--- src/rtl/pipe_ctrl_pkg.sv ---
// Shared definitions for the pipeline controller: state encoding and
// the default data-memory wait limit.
package pipe_ctrl_pkg;

    typedef enum logic [1:0] {
        BOOT     = 2'd0,
        RUN      = 2'd1,
        MEM_WAIT = 2'd2,
        HALT     = 2'd3
    } ctrl_state_t;

    localparam int          DEFAULT_MAX_WAIT = 15;
    localparam logic [15:0] STALL_MAX        = 16'hFFFF;

endpackage

--- src/rtl/pipe_ctrl_hazard_detect.sv ---
// Load-use hazard comparator: flags an ID instruction that reads the
// destination of a load currently in EX.
module hazard_detect (
    input  logic [4:0] id_rs1,
    input  logic [4:0] id_rs2,
    input  logic       id_uses_rs1,
    input  logic       id_uses_rs2,
    input  logic       ex_mem_read,
    input  logic [4:0] ex_rd,
    output logic       load_use
);

    // x0 is hardwired zero, so a load targeting it never creates a dependency
    always_comb begin
        load_use = ex_mem_read && (ex_rd != 5'd0) &&
                   ((id_uses_rs1 && (ex_rd == id_rs1)) ||
                    (id_uses_rs2 && (ex_rd == id_rs2)));
    end

endmodule

--- src/rtl/pipe_ctrl.sv ---
// Pipeline hazard/stall controller: stage enables and flushes, redirect
// select, data-memory wait supervision with timeout to HALT.
module pipe_ctrl
    import pipe_ctrl_pkg::*;
#(
    parameter int MAX_WAIT = DEFAULT_MAX_WAIT
) (
    input  logic        clk,
    input  logic        rst_n,
    input  logic [4:0]  id_rs1,
    input  logic [4:0]  id_rs2,
    input  logic        id_uses_rs1,
    input  logic        id_uses_rs2,
    input  logic        ex_mem_read,
    input  logic [4:0]  ex_rd,
    input  logic        ex_redirect,
    input  logic        mem_req,
    input  logic        dmem_ready,
    input  logic        imem_ready,
    output logic        pc_write,
    output logic        ifid_write,
    output logic        idex_write,
    output logic        exmem_write,
    output logic        pc_sel_redirect,
    output logic        ifid_flush,
    output logic        idex_flush,
    output logic        exmem_flush,
    output logic        bus_err,
    output logic [15:0] stall_cnt,
    output logic [1:0]  state
);

    localparam int              WW        = $clog2(MAX_WAIT + 1);
    localparam logic [WW-1:0]   WAIT_LAST = WW'(MAX_WAIT - 1);

    ctrl_state_t   state_q;
    logic [WW-1:0] wait_cnt;
    logic          load_use;
    logic          mem_stall;
    logic          run_eval;

    hazard_detect u_hazard (
        .id_rs1      (id_rs1),
        .id_rs2      (id_rs2),
        .id_uses_rs1 (id_uses_rs1),
        .id_uses_rs2 (id_uses_rs2),
        .ex_mem_read (ex_mem_read),
        .ex_rd       (ex_rd),
        .load_use    (load_use)
    );

    assign state     = state_q;
    assign mem_stall = mem_req && !dmem_ready;
    // The MEM_WAIT release cycle behaves exactly like a RUN cycle
    assign run_eval  = (state_q == RUN) || ((state_q == MEM_WAIT) && dmem_ready);

    // Memory freeze outranks everything; redirect outranks load-use and fetch miss
    always_comb begin
        pc_write        = 1'b0;
        ifid_write      = 1'b0;
        idex_write      = 1'b0;
        exmem_write     = 1'b0;
        pc_sel_redirect = 1'b0;
        ifid_flush      = 1'b0;
        idex_flush      = 1'b0;
        exmem_flush     = 1'b0;
        if (state_q == BOOT) begin
            ifid_flush  = 1'b1;
            idex_flush  = 1'b1;
            exmem_flush = 1'b1;
        end else if (run_eval && !mem_stall) begin
            pc_write    = 1'b1;
            ifid_write  = 1'b1;
            idex_write  = 1'b1;
            exmem_write = 1'b1;
            if (ex_redirect) begin
                pc_sel_redirect = 1'b1;
                ifid_flush      = 1'b1;
                idex_flush      = 1'b1;
            end else if (load_use) begin
                pc_write   = 1'b0;
                ifid_write = 1'b0;
                idex_flush = 1'b1;
            end else if (!imem_ready) begin
                pc_write   = 1'b0;
                ifid_flush = 1'b1;
            end
        end
    end

    always_ff @(posedge clk or negedge rst_n) begin
        if (!rst_n) begin
            state_q   <= BOOT;
            wait_cnt  <= '0;
            bus_err   <= 1'b0;
            stall_cnt <= '0;
        end else begin
            if ((state_q != BOOT) && !pc_write && (stall_cnt != STALL_MAX))
                stall_cnt <= stall_cnt + 16'd1;
            case (state_q)
                BOOT: state_q <= RUN;
                RUN: begin
                    if (mem_stall)
                        state_q <= MEM_WAIT;
                end
                MEM_WAIT: begin
                    if (dmem_ready) begin
                        state_q  <= RUN;
                        wait_cnt <= '0;
                    end else begin
                        wait_cnt <= wait_cnt + 1'b1;
                        if (wait_cnt == WAIT_LAST) begin
                            state_q <= HALT;
                            bus_err <= 1'b1;
                        end
                    end
                end
                HALT: state_q <= HALT;
            endcase
        end
    end

endmodule
--- config.mk ---
export PLATFORM = sky130hd
export DESIGN_NAME = pipe_ctrl
export DESIGN_NICKNAME = d
export VERILOG_FILES = /design/src/rtl/pipe_ctrl_pkg.sv /design/src/rtl/pipe_ctrl_hazard_detect.sv /design/src/rtl/pipe_ctrl.sv
export SDC_FILE = /design/constraint.sdc
export NUM_CORES = 1
export LEC_CHECK = 0
export ABC_AREA = 1
export BUFFER_PORTS_ARGS = -buffer_cell sky130_fd_sc_hd__buf_4
export CORE_UTILIZATION = 51
export DETAILED_ROUTE_END_ITERATION = 6
export PLACE_DENSITY = 0.88
export SYNTH_ARGS = -nofsm -noshare
export SYNTH_HDL_FRONTEND = slang
export SYNTH_SLANG_ARGS = --single-unit
--- constraint.sdc ---
create_clock -name clk -period 2 [get_ports clk]
set_input_delay 0.1 -clock clk [delete_from_list [all_inputs] [get_ports clk]]
set_output_delay 0.1 -clock clk [all_outputs]
set_load 0.05 [all_outputs]
==> results of run 1 <==
[how the worst max path moves through the flow]
stage	start	endpoint	slack [ps]
3_5_place_dp	state[0]	stall_cnt[15]	230
5_1_grt	stall_cnt[0]	stall_cnt[0]	40
2_1_floorplan	state[1]	ifid_flush	-20
3_3_place_gp	state[0]	stall_cnt[13]	260
4_1_cts	state[0]	pc_write	20
6_report	dmem_ready	ifid_flush	170
[logic make-up (layout without fill, tap and decap cells)]
kind of cell             after synthesis  count (layout)  synth area share (%)
buffers and inverters                 43              95                  10.8
adder cells (fa/ha/maj)                3               3                  2.29
flip-flops                            23              23                  35.1
XOR/XNOR                              11              11                  5.88
AND/OR/NAND/NOR                      154             154                  42.2
AO/OA/AOI/OAI                         11              11                  3.66
[layout make-up]
class / instances / area, um2 / area share [%]
Timing Repair Buffer: 54 / 410 / 19.4
Tap cell: 44 / 55.1 / 2.60
Clock buffer: 4 / 26.3 / 1.24
Inverter: 37 / 141 / 6.67
Multi-Input combinational cell: 179 / 908 / 42.8
Sequential cell: 23 / 579 / 27.3
[layer usage]
layer  vias to the layer above  part of all wire [%]  routed length (um)  GRT usage, %
li1                        884                     -                   -             -
met1                       760                    46                1750          31.6
met5                         -                     0                   0             0
met4                         0                  0.90                  34          8.50
met2                        47                    48                1800          40.9
met3                         4                   5.0                 189          3.96
[flip-flops by register name (all words and copies together), names as in the netlist]
| name | flops |
|---|---|
| wait_cnt | 4 |
| stall_cnt | 16 |
| bus_err | 1 |
| state | 2 |
[power by group]
| group | internal (mW) | total [mW] | switching, mW |
|---|---|---|---|
| registers | 0.584 | 0.721 | 0.137 |
| clock network | 0.0777 | 0.216 | 0.138 |
| logic | 0.406 | 1.30 | 0.892 |
| total | 1.07 | 2.23 | 1.17 |
[synth_stat cells]
| library cell | n |
|---|---|
| a21oi_1 | 3 |
| a22oi_1 | 1 |
| buf_2 | 4 |
| buf_4 | 1 |
| buf_6 | 1 |
| clkinv_1 | 1 |
| dfrtp_1 | 23 |
| ha_1 | 3 |
| inv_1 | 26 |
| inv_2 | 10 |
| nand2_1 | 86 |
| nand2_2 | 3 |
| nand3_1 | 16 |
| nand3_2 | 2 |
| nand4_1 | 18 |
| nor2_1 | 22 |
| nor2_2 | 1 |
| nor2_4 | 3 |
| nor3_1 | 3 |
| o21ai_0 | 3 |
| o21ai_1 | 3 |
| o21bai_1 | 1 |
| xnor2_1 | 4 |
| xor2_1 | 7 |
[worst max-delay path, delay by kind of cell]
family,cells,cell delay [ps]
buffers and inverters,4,930
and+or+nand+nor,3,390
AOI/OAI and AO/OA,2,300
[stage by stage]
| step | util [%] | hold WS, ps |
|---|---|---|
| after global placement | 67.6 | 9.72 |
| after CTS | 69.1 | 214 |
| after global routing | 69.5 | 201 |
| final | 69.5 | 186 |
| after detailed placement | 67.6 | 11.8 |
| after floorplan | - | -196 |
[what timing repair did]
item,in CTS,in global routing
resized for setup,0,3
hold buffers,2,0
hold endpoints to repair,25,0
setup endpoints to repair,0,3
setup buffers,0,0
[cell usage in the layout, fill, tap and decap left out, types with 2 or more instances in the layout]
cell,Yosys,final
a21oi_1,3,3
buf_4,1,52
clkbuf_4,0,3
dfrtp_1,23,20
dfrtp_2,0,3
dlygate4sd3_1,0,2
ha_1,3,3
inv_1,26,26
inv_2,10,9
nand2_1,86,85
nand2_2,3,3
nand3_1,16,15
nand3_2,2,3
nand4_1,18,18
nor2_1,22,21
nor2_2,1,2
nor2_4,3,3
nor3_1,3,3
o21ai_0,3,3
o21ai_2,0,2
xnor2_1,4,4
xor2_1,7,7
==> flow_metrics.tcl, run 1 <==
set metrics [dict create \
    synth_area_leaders "dfrtp_1 (35%), nand2_1 (20%), nand4_1 (6.9%)" \
    drtPass1Iterations 4 \
    core_area_mm2 0.00305 \
    dp_cells 335 \
    worstReg2RegStart "stall_cnt[0]" \
    antenna_found_initial 0 \
    nFillCells 276 \
    cp-end-kind "output port" \
    drc_errors 0 \
    fin_ws_ps 171 \
    cp_max_fo 6 \
    min_period_over_period_pct 91.4 \
    grtUsageTotal_pct 24.2 \
    r2r_setup_slack_ps 220 \
    maxCapViolCount 0 \
    route.final.wire_length_um 3780 \
    setup_tns_ps 0 \
    post_dp_cell_area_mm2 0.00206 \
    ys_seq_area_share_pct 35.1 \
    synth_area_mm2 0.00164 \
    vias_per_cell 4.97 \
    hold_viol_final 0 \
    fin_area_mm2 0.00212 \
    ios 51 \
    cts_buffers 3 \
    rr_worst_depth 11 \
    worst-setup-path-type "input pin to output port" \
    ys_ff_latch 23 \
    hold_path_depth 5 \
    insertion_delay_ps 310 \
    ys_warn_count 0 \
    drt_iter0_markers 61 \
    critPathMaxStageDelay_ps 540 \
    gp_congestion 0.915 \
    tightest_slew_ps 292 \
    synth.net_count 272 \
    wl_per_cell_um 11.1 \
    hold_end "state[1]" \
    grt_max_degree 24 \
    cpMaxStageDelayCell "dlygate4sd3_1" \
    synth.avg_cell_area_um2 6.69 \
    rsz0062_at_grt "false" \
    fin_cells 341 \
    synthCells 245 \
    synth_top_area_share_pct 35.1 \
    clock_skew_ps 8.35 \
    grt_pass1_vias 1469 \
    cp.arrival_ps 1730 \
    fp.dieW_um 58.7 \
    cts.sinks 23 \
    powerDensity_mw_per_mm2 1050 \
    irDropWorstVdd_v 0.000724 \
    synth.distinct_cells 24 \
    die_y_um 58.7 \
    min-delay-start "mem_req" \
    clkTransAtPathRegs_ps 120 \
    cts.htree.levels 1 \
    post-route-min-period_ps 1830 \
    initial_utilization_pct 53.7 \
    drive_gt1_share_pct 27.6 \
    place_hpwl_um 2980 \
    critPathRequiredTime_ps 1900 \
    yosys.area.top_type "dfrtp_1" \
    cts_tree "yes" \
    critical_path.cell_chain "dlygate4sd3_1 -> buf_4 -> o21ai_2 -> nand2_4 -> nand2_1 -> inv_4 -> nor2_4 -> o21ai_2 -> buf_4" \
    place_ws_ps 234 \
    diodes 0 \
    cts_buffer_depth 2 \
    timing.rr.end "stall_cnt[0]" \
    port-buffer-count 50 \
    die_area_mm2 0.00344 \
    grt_overflow 0 \
    final-setup-viol-count 0 \
    finalPower_mw 2.23 \
    nNetsFinal 325 \
    rows 20 \
    ant_nets 0 \
    root_buffer "clkbuf_4" \
    hold_class "input pin to register" \
    outcome "completed" \
    fmax_mhz 547 \
    area_growth_pct 29.4 \
    grt_pass1_wl_um 6340 \
    relSlewSlack_pct 80.4 \
    route.vias.total 1695 \
    finalMaxSlewViolations 0 \
    worst_setup_path_start_kind "input pin" \
    leakage_nw 1.16 \
]
Power figures use the tool's default switching activity.
==> run 2, diff against run 1 <==
Settings changed: CORE_UTILIZATION 51 to 52, SYNTH_HIERARCHICAL from default to 1.
==> run 2 against run 1 <==
  * Cell count rose by 6.7%
  * Area after synthesis rose by 4.4%
  * Die area rose by 2.3%
  * Clock skew fell by 4.3 ps
  * Global-route usage rose by 0.31 points
  * Largest cell class unchanged
  * Non-clock buffer count fell by 1
  * Worst hold slack got worse by 8.8 ps
  * Wire length fell by 0.29%
  * Via count rose by 4.4%
  * Sequential share of layout area fell by 0.79 points
  * Synthesized cell count rose by 8.6%
  * Largest power group is now sequential cells
  * Sequential cell count did not move
==> flow_metrics.tcl, run 2 <==
set metrics [dict create \
    outcome "completed" \
    drive_gt1_share_pct 23.4 \
    insertion_delay_ps 310 \
    hold_class "input pin to register" \
    grt_max_degree 24 \
    ctsResizeCount 0 \
    synthMuxAreaShare_pct 0 \
    fmax_mhz 587 \
    vias_per_cell 4.86 \
    finalMaxSlewViolations 0 \
    cts_buffers 3 \
    area_growth_pct 27.4 \
    synthSimpleGateAreaFrac_pct 44.0 \
    ys_seq_area_share_pct 33.7 \
    post-route-min-period_ps 1700 \
    grt_pass1_wl_um 6760 \
    synth_top_area_share_pct 33.7 \
    cts.htree.levels 1 \
    yosys.area.top_type "dfrtp_1" \
    cp_max_fo 5 \
    cp.arrival_ps 1600 \
    min-delay-start "mem_req" \
    grt_pass1_vias 1707 \
    comb_power_share_pct 12.4 \
    synth_edf_count 0 \
    setup_tns_ps 0 \
    leakage_nw 1.23 \
    synth.avg_cell_area_um2 6.43 \
    largest_reg_flops 16 \
    ant_nets 0 \
    clock_skew_ps 4.03 \
    synth.most_common_cell "nand2_1" \
    seqPwrFrac_pct 60.2 \
    die_area_mm2 0.00352 \
    ys_ff_latch 23 \
    p_sw_share_pct 23.7 \
    final_cell_mix "nand2_1 (115), buf_4 (51), inv_1 (35)" \
    final-setup-viol-count 0 \
    clockPowerShare_pct 27.4 \
    place_hpwl_um 2960 \
    synth_compound_area_share_pct 5.34 \
    synth_area_leaders "dfrtp_1 (34%), nand2_1 (25%), inv_1 (7.9%)" \
    p_sw_mw 0.184 \
    drc_errors 0 \
    root_buffer "clkbuf_4" \
    synth_async_sr_flop_share_pct 100 \
    ios 51 \
    worstReg2RegStart "stall_cnt[1]" \
    relSlewSlack_pct 75.4 \
    cts_buffer_depth 2 \
    top_register "stall_cnt" \
    diodes 0 \
    nNetsFinal 348 \
    fp.dieW_um 59.4 \
    drt_iter0_markers 68 \
    final_common_cell "nand2_1" \
    synth_fa_ha_area_share_pct 2.19 \
    clkTransAtPathRegs_ps 120 \
    hold_viol_final 0 \
    rows 20 \
    grt_overflow 0 \
    r2r_setup_slack_ps 370 \
    ys_warn_count 6 \
    drtPass1Iterations 4 \
    hold_end "state[0]" \
    synth.net_count 293 \
    port-buffer-count 50 \
    synth-main-ff-cell "dfrtp_1" \
    rr_worst_depth 8 \
    synth_top_cells_by_count "nand2_1 (115), inv_1 (36), nor2_1 (25)" \
    min_period_over_period_pct 85.2 \
    tightest_slew_ps 367 \
    synth.distinct_cells 23 \
    gp_congestion 0.876 \
    die_y_um 59.4 \
    wl_per_cell_um 10.3 \
    cts.sinks 23 \
    cp-end-kind "output port" \
    synth_area_mm2 0.00171 \
    intPower_mw 0.590 \
    cts_tree "yes" \
    critPathRequiredTime_ps 1900 \
    synthCells 266 \
    grtUsageTotal_pct 24.5 \
    synth_top_family_by_area "simple AND/OR/NAND/NOR gates" \
    timing.rr.end "stall_cnt[11]" \
    initial_utilization_pct 55.6 \
    worst-setup-path-type "register to output port" \
    maxCapViolCount 0 \
    worst_setup_path_start_kind "register" \
    route.final.wire_length_um 3770 \
    powerDensity_mw_per_mm2 355 \
    core_area_mm2 0.00308 \
    hold_path_depth 4 \
    antenna_found_initial 0 \
    fin_util_pct 70.8 \
    irDropWorstVdd_v 0.000243 \
    rsz0062_at_grt "false" \
    synth_xor_area_share_pct 4.10 \
    route.vias.total 1770 \
]
-- run 2: cell count changes after synthesis, sizes merged, moves of 4 or more --
cell   previous run  this run
nand2            89       121
nand4            18         8
nand3            18        13
inv              36        40
nor2             26        30
-- run 2: power by group through the flow --
stage	Combinational [mW]	Clock (mW)	Sequential, mW
2_1_floorplan	0.0322	0	0.479
3_3_place_gp	0.0916	0	0.475
3_5_place_dp	0.0939	0	0.475
4_1_cts	0.0973	0.222	0.466
5_1_grt	0.110	0.243	0.467
6_report	0.0961	0.212	0.466
-- run 2: final cells by class --
type | count | area [um2]
clock buffers | 4 | 26.3
fillers | 289 | 898
inverters | 40 | 150
multi-input cells | 200 | 967
flip-flops and latches | 23 | 578
well taps | 44 | 55.1
repair buffers | 53 | 403
-- run 2: kinds of logic after synthesis --
| kind of cell | Yosys count |
|---|---|
| AOI/OAI and AO/OA | 17 |
| and+or+nand+nor | 172 |
| adders and majority gates | 3 |
| buffers and inverters | 43 |
| xor gates and xnor gates | 8 |
| DFF | 23 |
-- run 2: how the worst max path moves through the flow --
stage / end / startpoint / cells past startpoint / slack [ps]
6_report: idex_flush / state[1] / 6 / 300
5_1_grt: idex_flush / state[1] / 6 / 160
4_1_cts: idex_flush / state[1] / 6 / 280
3_5_place_dp: stall_cnt[5] / ex_rd[3] / 13 / 260
3_3_place_gp: stall_cnt[14] / ex_rd[3] / 13 / 300
2_1_floorplan: idex_flush / state[0] / 6 / 40
-- run 2: through the flow --
step	instances	hold slack [ps]	total power, mW	instance area [um2]	worst slack [ps]
after floorplan	266	-196	0.511	1730	36.6
after global placement	358	7.96	0.567	2130	305
after detailed placement	358	9.39	0.569	2130	260
after CTS	364	167	0.786	2180	277
after global routing	364	198	0.819	2180	159
final	364	178	0.774	2180	295
-- run 2: per-layer routing --
metal  global-route usage [%]  routed length, um  share of wire (%)
met2                     43.8               1840                 49
met5                        0                  0                  0
met1                     30.4               1730                 46
met4                     7.48                 17               0.45
met3                     3.28                182                4.8
-- run 2: repair_timing --
| item | 4_1_cts | 5_1_grt |
|---|---|---|
| endpoints found under the hold margin | 24 | 0 |
| hold buffers | 2 | 0 |
| setup buffers | 0 | 0 |
-- run 2: critical path, stage by stage, from the launching register on --
cell and delay (ps):
dfrtp_2 470, nor2_2 140, nand2_2 110, nand2_8 110, inv_1 60, o211ai_1 180
buf_4 230
==> run 3, diff against run 2 <==
Settings changed: CAP_MARGIN from default to 10, CORE_UTILIZATION 52 to 45, PLACE_DENSITY 0.88 to 0.71.
==> run 3 against run 2 <==
  * First-iteration DRC count increased by 12%
  * Worst hold slack worse by 130 ps
  * Sequential cell count is the same
  * Wire length fell by 5.1%
  * Final area is 0.69% higher
  * Sequential power about the same
  * Sequential share of layout area fell by 0.18 points
  * Via count decreased by 4.2%
  * Clock skew shrank 2.7 ps
  * Cell count increased by 0.82%
  * Combinational power fell by 2.8%
  * Global-route usage is 4.4 points lower
==> flow_metrics.tcl, run 3 (synthesized netlist as in run 2, its figures left out) <==
set metrics [dict create \
    port-buffer-count 50 \
    core_area_mm2 0.00366 \
    irDropWorstVdd_v 0.000247 \
    min-delay-start "dmem_ready" \
    top_layer "met4" \
    worst_setup_path_start_kind "register" \
    wl_per_cell_um 9.74 \
    clock_skew_ps 1.30 \
    cts_buffer_depth 2 \
    place_hpwl_um 2800 \
    fmax_mhz 608 \
    cts_tree "yes" \
    largest_reg_flops 16 \
    final_cell_mix "nand2_1 (115), buf_4 (51), inv_1 (35)" \
    finalMaxSlewViolations 0 \
    critPathRequiredTime_ps 1900 \
    grt_pass1_vias 1605 \
    grt_overflow 0 \
    grt_pass1_wl_um 6580 \
    cts.htree.levels 1 \
    cp-end-kind "output port" \
    relSlewSlack_pct 75.5 \
    clockPowerShare_pct 34.8 \
    drt-met1-wl_um 1710 \
    post_cts_buffers 0 \
    gp_congestion 0.835 \
    hold_class "input pin to register" \
    antenna_found_initial 0 \
    comb_power_share_pct 10.9 \
    post-route-min-period_ps 1640 \
    grt_max_degree 24 \
    clkTransAtPathRegs_ps 90 \
    leakage_nw 1.24 \
    multi_input_area_um2 967 \
    grtUsageTotal_pct 20.2 \
    seqPwrFrac_pct 54.3 \
    p_sw_share_pct 24.3 \
    area_growth_pct 28.3 \
    cts_buffers 3 \
    finalPower_mw 0.859 \
    drtPass1Iterations 4 \
    route.final.wire_length_um 3580 \
    register_area_um2 578 \
    initial_utilization_pct 46.7 \
    rows 22 \
    vias_per_cell 4.62 \
    worstReg2RegStart "stall_cnt[1]" \
    die_area_mm2 0.00405 \
    drive_gt1_share_pct 23.8 \
    ctsResizeCount 0 \
    outcome "completed" \
    nFillCells 372 \
    worst-setup-path-type "register to output port" \
    cp.arrival_ps 1540 \
    route.vias.total 1695 \
    fp.dieW_um 63.7 \
    critPathLaunch "state[1]" \
    cts.sinks 23 \
    final_common_cell "nand2_1" \
    ant_nets 0 \
    diodes 0 \
    place_ws_ps 254 \
    drc_errors 0 \
    intPower_mw 0.650 \
    cp_max_fo 5 \
    fin_util_pct 59.9 \
    maxCapViolCount 0 \
    root_buffer "clkbuf_8" \
    timing.hold.ws_ps 48.6 \
    top_register "stall_cnt" \
    p_sw_mw 0.208 \
    die_y_um 63.7 \
    hold_viol_final 0 \
    ctsHoldBuffers 1 \
    min_period_over_period_pct 82.2 \
    insertion_delay_ps 270 \
    dr_wl_met3_um 206 \
    tightest_slew_ps 366 \
    rsz0062_at_grt "false" \
    powerDensity_mw_per_mm2 391 \
    nNetsFinal 347 \
    drt_iter0_markers 76 \
    fin_ws_ps 356 \
    setup_tns_ps 0 \
    ios 51 \
    final-setup-viol-count 0 \
    wl_met2_um 1640 \
]
## run 3: cell count changes in the layout (fill, tap and decap cells not counted), sizes merged
| cell | previous run | this run |
|---|---|---|
| clkbuf | 4 | 3 |
| clkinv | 0 | 1 |
| dlygate4sd3 | 2 | 1 |
## run 3: final timing paths
check	to	slack, ps	depth (start not counted)
worst min register to register	bus_err	490	1
worst min-delay path	wait_cnt[2]	50	2
worst max-delay path	idex_flush	360	6
min in group asynchronous	stall_cnt[13]	260	2
max in group asynchronous	state[1]	1490	2
worst max register to register	stall_cnt[14]	380	8
## run 3: per-stage QoR
| stage | cell area, um2 | instances |
|---|---|---|
| after detailed placement | 2140 | 362 |
| after global placement | 2140 | 362 |
| final | 2190 | 367 |
| after CTS | 2190 | 367 |
| after global routing | 2190 | 367 |
| after floorplan | 1730 | 266 |
## run 3: per-layer routing
layer	up-vias	global-route usage (%)
met5	-	0
met4	0	5.97
met3	4	3.99
met2	51	34.7
met1	722	25.1
li1	918	-
## run 3: area by class of cell
cell class              instances  area share (%)
repair buffers                 52            17.9
inverters                      40            6.84
multi-input cells             200            44.1
flip-flops and latches         23            26.3
clock buffers                   3            1.88
well taps                      48            2.74
clock inverters                 1           0.228
## run 3: critical path, cell delays in order (launching register included)
cell and delay, ps:
dfrtp_2 450, nor2_2 140, nand2_2 110, nand2_8 100, inv_1 60, o211ai_1 180
buf_4 230
## run 3: power by group through the flow
stage	clock (mW)	sequential (mW)	combinational (mW)
after floorplan	0	0.479	0.0322
after CTS	0.307	0.466	0.0951
after global routing	0.329	0.466	0.108
after detailed placement	0	0.475	0.0935
after global placement	0	0.475	0.0927
final	0.299	0.466	0.0934
